$ cat src/rtl/multicycle_ctrl_pkg.sv
// Shared types and constants for the multicycle sequencer.
// Latency: n/a (definitions only).
// Backpressure: n/a (definitions only).
package multicycle_ctrl_pkg;

    // State encodings are visible on state_o, so they are fixed explicitly.
    typedef enum logic [3:0] {
        FETCH    = 4'd0,
        DECODE   = 4'd1,
        EXEC_R   = 4'd2,
        EXEC_I   = 4'd3,
        MEM_ADDR = 4'd4,
        MEM_RD   = 4'd5,
        WB_MEM   = 4'd6,
        MEM_WR   = 4'd7,
        WB_ALU   = 4'd8,
        BRANCH   = 4'd9,
        FAULT    = 4'd10
    } state_t;

    // Instruction classes produced by the opcode decoder.
    typedef enum logic [2:0] {
        CLS_ALU_R,
        CLS_ALU_I,
        CLS_LOAD,
        CLS_STORE,
        CLS_BR,
        CLS_BR_COND
    } iclass_t;

    // Opcodes (instr[15:13]); branches are 1x1 (always) and 1x0 (on zero).
    localparam logic [2:0] OP_ALU_R = 3'b000;
    localparam logic [2:0] OP_ALU_I = 3'b001;
    localparam logic [2:0] OP_LDR   = 3'b010;
    localparam logic [2:0] OP_STR   = 3'b011;

    // ALU operand B select.
    localparam logic [1:0] ALUSRCB_REG  = 2'b00;
    localparam logic [1:0] ALUSRCB_IMM  = 2'b01;
    localparam logic [1:0] ALUSRCB_TWO  = 2'b10;

    localparam logic [1:0] ALUCTRL_ADD  = 2'b00;

    // Register-file read-port steering.
    localparam logic [1:0] REGSRC_PC    = 2'b01;
    localparam logic [1:0] REGSRC_RD    = 2'b10;

    // Consecutive not-ready cycles tolerated in a memory state.
    localparam int MEM_TIMEOUT_DEF = 16;

endpackage

$ cat src/rtl/mc_ctrl_decode.sv
// Opcode to instruction-class decoder for the multicycle sequencer.
// Latency: combinational, zero cycles.
// Backpressure: none; pure function of the opcode.
module mc_ctrl_decode
    import multicycle_ctrl_pkg::*;
(
    input  logic [2:0] op,
    output iclass_t    instrClass
);

    // Map opcode to class; op[2] marks branches, op[0] picks unconditional.
    always_comb begin
        instrClass = CLS_ALU_R;
        if (op[2]) begin
            instrClass = op[0] ? CLS_BR : CLS_BR_COND;
        end else begin
            case (op)
                OP_ALU_R: instrClass = CLS_ALU_R;
                OP_ALU_I: instrClass = CLS_ALU_I;
                OP_LDR:   instrClass = CLS_LOAD;
                OP_STR:   instrClass = CLS_STORE;
                default:  instrClass = CLS_ALU_R;
            endcase
        end
    end

endmodule

$ cat src/rtl/multicycle_ctrl.sv
// Multicycle FETCH/DECODE/EXEC/MEM/WB sequencer driving datapath muxes and the shared memory port.
// Latency (zero-wait memory): ALU 4, load 5, store 4, taken branch 3, not-taken branch 2 cycles.
// Backpressure: memory states stall on mem_ready; optional timeout traps to sticky FAULT.
// Optional perf counters cyc_cnt/ret_cnt are built when MCCTRL_PERF_EN is defined.
module multicycle_ctrl
    import multicycle_ctrl_pkg::*;
#(
    parameter int MEM_TIMEOUT = MEM_TIMEOUT_DEF
`ifdef MCCTRL_PERF_EN
    ,
    parameter int CNT_W = 32
`endif
) (
    input  logic        clk,
    input  logic        reset,
    input  logic [15:0] instr,
    input  logic        flag_z,
    input  logic        mem_ready,
    output logic        mem_req,
    output logic        mem_we,
    output logic        adr_src,
    output logic        ir_write,
    output logic        pc_write,
    output logic        reg_write,
    output logic [1:0]  reg_src,
    output logic        alu_src_a,
    output logic [1:0]  alu_src_b,
    output logic [1:0]  alu_ctrl,
    output logic        result_src,
    output logic        retire,
    output logic        fault,
    output logic [3:0]  state_o
`ifdef MCCTRL_PERF_EN
    ,
    output logic [CNT_W-1:0] cyc_cnt,
    output logic [CNT_W-1:0] ret_cnt
`endif
);

    // Wait counter only needs to reach MEM_TIMEOUT-1.
    localparam int TO_W = (MEM_TIMEOUT > 1) ? $clog2(MEM_TIMEOUT) : 1;
    localparam logic [TO_W-1:0] TO_LAST = TO_W'(MEM_TIMEOUT - 1);

    state_t          state;
    iclass_t         instrClass;
    logic [TO_W-1:0] waitCnt;
    logic            memState;
    logic            timeoutHit;

    // Register/immediate fields are consumed by the datapath, not here.
    logic unusedInstrBits;
    assign unusedInstrBits = ^instr[12:2];

    mc_ctrl_decode uDecode (
        .op         (instr[15:13]),
        .instrClass (instrClass)
    );

    assign memState   = (state == FETCH) || (state == MEM_RD) || (state == MEM_WR);
    assign timeoutHit = (MEM_TIMEOUT != 0) && memState && !mem_ready && (waitCnt == TO_LAST);

    // State sequencing plus the memory wait counter, which restarts whenever a wait ends.
    always_ff @(posedge clk) begin
        if (reset) begin
            state   <= FETCH;
            waitCnt <= '0;
        end else begin
            if (memState && !mem_ready) begin
                waitCnt <= waitCnt + 1'b1;
            end else begin
                waitCnt <= '0;
            end

            case (state)
                FETCH: begin
                    if (mem_ready)       state <= DECODE;
                    else if (timeoutHit) state <= FAULT;
                end
                DECODE: begin
                    case (instrClass)
                        CLS_ALU_R:   state <= EXEC_R;
                        CLS_ALU_I:   state <= EXEC_I;
                        CLS_LOAD:    state <= MEM_ADDR;
                        CLS_STORE:   state <= MEM_ADDR;
                        CLS_BR:      state <= BRANCH;
                        CLS_BR_COND: state <= flag_z ? BRANCH : FETCH;
                        default:     state <= FETCH;
                    endcase
                end
                EXEC_R, EXEC_I: state <= WB_ALU;
                MEM_ADDR: state <= (instrClass == CLS_STORE) ? MEM_WR : MEM_RD;
                MEM_RD: begin
                    if (mem_ready)       state <= WB_MEM;
                    else if (timeoutHit) state <= FAULT;
                end
                MEM_WR: begin
                    if (mem_ready)       state <= FETCH;
                    else if (timeoutHit) state <= FAULT;
                end
                WB_ALU, WB_MEM, BRANCH: state <= FETCH;
                FAULT:   state <= FAULT;
                default: state <= FETCH;
            endcase
        end
    end

    // Control outputs: Moore per state, with the FETCH strobes and DECODE/MEM_WR retire
    // following mem_ready/flag_z in the same cycle; everything is forced low during reset.
    always_comb begin
        mem_req    = 1'b0;
        mem_we     = 1'b0;
        adr_src    = 1'b0;
        ir_write   = 1'b0;
        pc_write   = 1'b0;
        reg_write  = 1'b0;
        reg_src    = 2'b00;
        alu_src_a  = 1'b0;
        alu_src_b  = ALUSRCB_REG;
        alu_ctrl   = ALUCTRL_ADD;
        result_src = 1'b0;
        retire     = 1'b0;
        fault      = 1'b0;
        state_o    = 4'd0;
        if (!reset) begin
            state_o = state;
            case (state)
                FETCH: begin
                    mem_req = 1'b1;
                    if (mem_ready) begin
                        ir_write  = 1'b1;
                        pc_write  = 1'b1;
                        alu_src_b = ALUSRCB_TWO;
                    end
                end
                DECODE: begin
                    retire = (instrClass == CLS_BR_COND) && !flag_z;
                end
                EXEC_R: begin
                    alu_src_a = 1'b1;
                    alu_ctrl  = instr[1:0];
                end
                EXEC_I, MEM_ADDR: begin
                    alu_src_a = 1'b1;
                    alu_src_b = ALUSRCB_IMM;
                end
                WB_ALU: begin
                    reg_write = 1'b1;
                    retire    = 1'b1;
                end
                MEM_RD: begin
                    mem_req = 1'b1;
                    adr_src = 1'b1;
                end
                WB_MEM: begin
                    reg_write  = 1'b1;
                    result_src = 1'b1;
                    retire     = 1'b1;
                end
                MEM_WR: begin
                    mem_req = 1'b1;
                    mem_we  = 1'b1;
                    adr_src = 1'b1;
                    reg_src = REGSRC_RD;
                    retire  = mem_ready;
                end
                BRANCH: begin
                    reg_src   = REGSRC_PC;
                    alu_src_b = ALUSRCB_IMM;
                    pc_write  = 1'b1;
                    retire    = 1'b1;
                end
                FAULT: begin
                    fault = 1'b1;
                end
                default: ;
            endcase
        end
    end

`ifdef MCCTRL_PERF_EN
    // Saturating cycle and retire counters.
    always_ff @(posedge clk) begin
        if (reset) begin
            cyc_cnt <= '0;
            ret_cnt <= '0;
        end else begin
            if ((state != FAULT) && (cyc_cnt != '1)) cyc_cnt <= cyc_cnt + 1'b1;
            if (retire && (ret_cnt != '1))           ret_cnt <= ret_cnt + 1'b1;
        end
    end
`endif

endmodule

$ cat config.mk
export PLATFORM = sky130hd
export DESIGN_NAME = multicycle_ctrl
export DESIGN_NICKNAME = d
export VERILOG_FILES = /design/src/rtl/multicycle_ctrl_pkg.sv /design/src/rtl/mc_ctrl_decode.sv /design/src/rtl/multicycle_ctrl.sv
export SDC_FILE = /design/constraint.sdc
export NUM_CORES = 1
export LEC_CHECK = 0
export BUFFER_PORTS_ARGS = -buffer_cell sky130_fd_sc_hd__buf_2
export CAP_MARGIN = 20
export CORE_MARGIN = 5
export CORE_UTILIZATION = 40
export CTS_BUF_LIST = sky130_fd_sc_hd__clkbuf_16
export CTS_CLUSTER_SIZE = 10
export DETAILED_ROUTE_END_ITERATION = 16
export PLACE_DENSITY = 0.74
export SYNTH_ARGS = -nofsm -noshare
export SYNTH_HDL_FRONTEND = slang
export SYNTH_SLANG_ARGS = --single-unit
$ cat constraint.sdc
create_clock -name clk -period 1.8 [get_ports clk]
set_input_delay 0.36 -clock clk [delete_from_list [all_inputs] [get_ports clk]]
set_output_delay 0.36 -clock clk [all_outputs]
set_load 0.05 [all_outputs]
Word level (Yosys, flattened, before mapping)
Cells that the tools add are included.
Storage, ports and cells
  bits in registers: 8
  input bits: 20
  word-level logic and storage cells: 81
Cells by class
  eq/ne operators: 19
  muxes and demuxes: 40
  bitwise operators: 1
  reduce and logical (&&, ||, !) cells: 18
  add/sub/neg operators: 1
Operator list (count)
  $pmux W4 S7: 1
  $mux W4: 6
  $mux W1: 20
  $pmux W4 S5: 1
  $eq A4 B3 Y1 const B: 4
  $eq A4 B4 Y1 const B: 4
  $eq A3 B2 Y1 const B: 4
  $mux W2: 6
  $reduce_or A3 Y1: 4
  $reduce_or A2 Y1: 5
  $eq A4 B2 Y1 const B: 2
  $pmux W2 S2: 2
  $eq A3 B1 Y1 const B: 2
  $eq A3 B3 Y1 const B: 2
  $pmux W2 S3: 1
  $add A4 B1 Y4 const B: 1
  $eq A4 B1 Y1 const B: 1
  $logic_not A4 Y1: 1
  $logic_and A1 B1 Y1: 3
  $logic_not A3 Y1: 1
  $mux W3: 1
  $pmux W1 S3: 1
  $logic_not A1 Y1: 2
  $logic_or A1 B1 Y1: 2
  2 further kinds: 2

Logic depth before layout (Yosys ltp)
  depth after elaboration: 8
  depth in mapped cells: 6
  depth with buffers taken out: 6

By module
Synthesis repeated with hierarchy kept, for this count alone.
Second synthesis, totals
  cells, all modules: 104
  area, all modules: 752.0 um^2
By module, submodules not included
  multicycle_ctrl: cells an instance 101, sequential area each 160.2 um^2, area an instance 729.4 um^2, instances 1
  mc_ctrl_decode: cells an instance 3, sequential area each 0.0 um^2, area an instance 22.5 um^2, instances 1

Worst setup path after synthesis
Ideal clock, no wire load.
  path type: register -> output
  start: register state[0]
  end: output pc_write
  slack: -0.908 ns
  arrival: 2.348 ns
  stages on the path, launching flop included: 5
  data required time: 1.440 ns
  path through: dfxtp_1 -> buf_2 -> nor2b_1 -> and3_1 -> or2_1
Between the ends
  longest elaborated chain between the ends: 3
Ends and longest elaborated chain
  from (decl): line multicycle_ctrl.sv:44  | state_t state;
  from (signal assigned): line multicycle_ctrl.sv:86  | CLS_BR_COND: state <= flag_z ? BRANCH : FETCH;
  from (signal assigned): line multicycle_ctrl.sv:91  | MEM_ADDR: state <= (instrClass == CLS_STORE) ? MEM_WR : MEM_RD;
  $eq A4 B4 Y1 or $logic_not A4 Y1 (tied branches): line multicycle_ctrl.sv:126  | case (state)
  $pmux W1 S2 *: line multicycle_ctrl.sv:126
  $mux W1 *: line multicycle_ctrl.sv:124  | if (!reset) begin
  to (decl): line multicycle_ctrl.sv:23  | output logic pc_write,
Mark *: on every way between the ends. The rest lies on a longest branch, timed or not.

Final worst setup path
  start: register state[2]
  end: output alu_src_b[0]
Between the ends
  longest elaborated chain between the ends: 4
Ends and longest elaborated chain
  $eq A4 B4 Y1, or another cell as far along: line multicycle_ctrl.sv:126
  $reduce_or A3 Y1 (no line)
  $pmux W2 S2 *: line multicycle_ctrl.sv:126
  $mux W2 *: line multicycle_ctrl.sv:124
  to (decl): line multicycle_ctrl.sv:27  | output logic [1:0] alu_src_b,
Marks and branches as above.

==> flow_summary_export.csv <==
group,metric,value,unit
status,status,"complete, no violations",
place,gp_congestion,0.753,
finish,final_cells,162,
setup_path,critPathKind,"reg2out",
power,p_leak,0.512,nW
global_route,antenna_found_initial,0,
finish,final_cell_mix,"buf_2 (19), nor2_1 (13), buf_6 (8), buf_4 (7)",
global_route,grt_pass1_vias,761,
min_path,holdPathStages,1,
clocking,numCtsBuffers,3,
die,dieArea,0.00292,mm²
clocking,hold_buffers,0,
routing,drt_wl_total,2.06,mm
finish,final_common_cell,"buf_2",
finish,antenna-diode-count,0,
setup_path,crit_arrival,1.44,ns
setup_path,cp_max_fo,6,
routing,post_drt_via_cell_ratio,5.17,
sta,setup_ws,0.000566,ns
power,comb_power_share,30.2,%
synth,synth_seq_cells,8,
synth,syn_nets,128,
run,maxCapViolCount,0,
setup_path,slowest_delay,0.39,ns
synth,netlist.area_leader.share,20.6,%
global_route,grt_use_total,15.6,%
min_path,holdCritPathClass,"reg2reg",
setup_path,cp-start-kind,"flip-flop",
die,num_rows,16,
sta,hold_violations,0,
routing,first_iter_violations,19,
sta,fmax,556,MHz
finish,area_growth,49.4,%
clocking,clockBufferDepth,2,
synth,ys_seq_area_share,20.6,%
sta,period_needed,1.80,ns
finish,final_nets,160,
clocking,clock-sinks,8,
sta,slew_headroom,82.3,%
sta,period_share,100,%
clocking,path_clk_slew,0.04,ns
finish,final_area,0.00116,mm²
finish,fill_cells,170,
sta,slew_violations,0,
die,io_pins,40,
synth,synth_area,776,µm²
power,p_int,0.569,mW
power,p_clk_share,45.2,%
synth,ys_warn_count,0,
die,die-width,54.0,µm
routing,drcViolationCount,0,
synth,synthTopCellsByArea,"dfxtp_1 (21%), nor2_1 (7.3%), ha_1 (4.8%), nor2b_1 (4.8%), a21oi_1 (3.9%)",
clocking,cts_tree,"built",
synth,synth_cell_types,40,
finish,drive_gt1_share,42.2,%
routing,num_vias,838,
setup_path,reg2regPathDepth,5,
global_route,grt_start_max_net_pins,16,
sta,rsz0062_at_grt,"true",
sta,tns,0,ns
synth,synthFlopType,"dfxtp_1",
routing,drtPass1Iterations,4,
clocking,cts_max_level,1,
power,sw_frac_of_total,30.0,%
synth,yosysTopAreaCell,"dfxtp_1",
die,core_area,0.00190,mm²
synth,synthCells,105,
clocking,cts_root_buf,"clkbuf_16",
place,portBuffers,28,
synth,syn_avg_cell_area,7.39,µm²
power,peakVddDrop,0.666,mV
sta,setup_viol,0,
setup_path,cp_cell_sequence,"or3b_4, a21oi_2, a31oi_1, nor2_4, buf_8",
place,post-place-ws,0.0657,ns
sta,worst_pin_slew,0.261,ns
place,post-dp-hpwl,1.52,mm
die,die_y,54.0,µm
routing,wl_per_cell,12.7,µm
synth,synth-async-reset-ratio,0,%
global_route,grt_overflow_total,0,
global_route,grt_pass1_wl,3.38,mm
place,dp_cells,159,
clocking,clk_latency,0.23,ns
setup_path,end_kind,"output port",
setup_path,cp_data_required_time,1.44,ns
power,power_density,701,mW/mm²
sta,fin_worst_skew,0.00239,ns
die,start_util,40.8,%
routing,antenna_left,0,
synth,synth_enable_flop_cells,0,
power,p_sw,0.244,mW
place,placed_area,0.00100,mm²
setup_path,crit_slowest_cell,"or3b_4",
power,seqPwrFrac,24.6,%
==> logic make-up (layout without fill, tap and decap cells) <==
kind of cell	after synthesis	in the layout	share of synthesized area (%)
and+or+nand+nor	55	55	43.2
AOI/OAI and AO/OA	24	24	19.8
muxes	1	1	1.29
xor gates and xnor gates	2	2	2.26
buffers and inverters	12	42	7.90
adders and majority gates	3	3	4.84
DFF	8	8	20.6
==> area by class of cell <==
cell class	count	area, µm²	share of cell area (%)
timing repair buffer	36	260	22.5
multi-input combinational	85	611	52.7
tap	27	33.8	2.92
sequential	8	168	14.5
inverter	3	11.3	0.972
clock buffer	3	75.1	6.48
==> path summary, 6_finish.rpt <==
path,from,to,slack [ns]
max,state[2],alu_src_b[0],0.0006
min,waitCnt[0],waitCnt[0],0.45
max reg2reg,waitCnt[0],state[1],0.38
min reg2reg,waitCnt[0],waitCnt[0],0.45
==> per-stage QoR <==
stage	power [mW]	hold slack, ns	utilization, %
after global placement	0.422	0.433	52.8
final	0.812	0.454	60.9
after CTS	0.807	0.451	58.6
after floorplan	0.367	0.418	-
after detailed placement	0.428	0.443	52.8
after global routing	0.847	0.479	60.9
==> state kept, by name, indices dropped and copies added, names as in the netlist <==
| signal | cells |
|---|---|
| state | 4 |
| waitCnt | 4 |
==> Yosys cell counts (all sizes together), types with 3 or more instances <==
library cell   n
nand3b         4
o21ai          6
dfxtp          8
nor2b          6
a21oi          7
ha             3
and2           3
buf            7
nand2b         4
inv            3
nor3           3
and3           4
nor2          15
and4b          3
==> critical path, delay by kind of cell (launching register included) <==
family	cells	cell delay, ns
buffers and inverters	1	0.15
AOI/OAI and AO/OA	2	0.20
DFF	1	0.36
and+or+nand+nor	2	0.50
==> per-layer routing <==
metal  vias up  wire [µm]  global-route usage (%)
li1        436          -                       -
met1       365        891                    19.1
met2        35        944                    26.8
met3         2        211                    3.60
met4         0          8                    4.98
met5         -          0                       0
==> power groups by stage <==
stage          clock network, mW  logic [mW]  registers (mW)
2_1_floorplan                  0       0.172           0.195
4_1_cts                    0.372       0.236           0.199
3_5_place_dp                   0       0.228           0.200
3_3_place_gp                   0       0.223           0.199
5_1_grt                    0.380       0.265           0.202
6_report                   0.367       0.246           0.200
==> repair_timing <==
item | 4_1_cts | 5_1_grt
resized for setup | 13 | 18
setup buffers | 0 | 0
setup endpoints to repair | 9 | 12
gates cloned | 0 | 0
(Power assumes the default switching activity.)
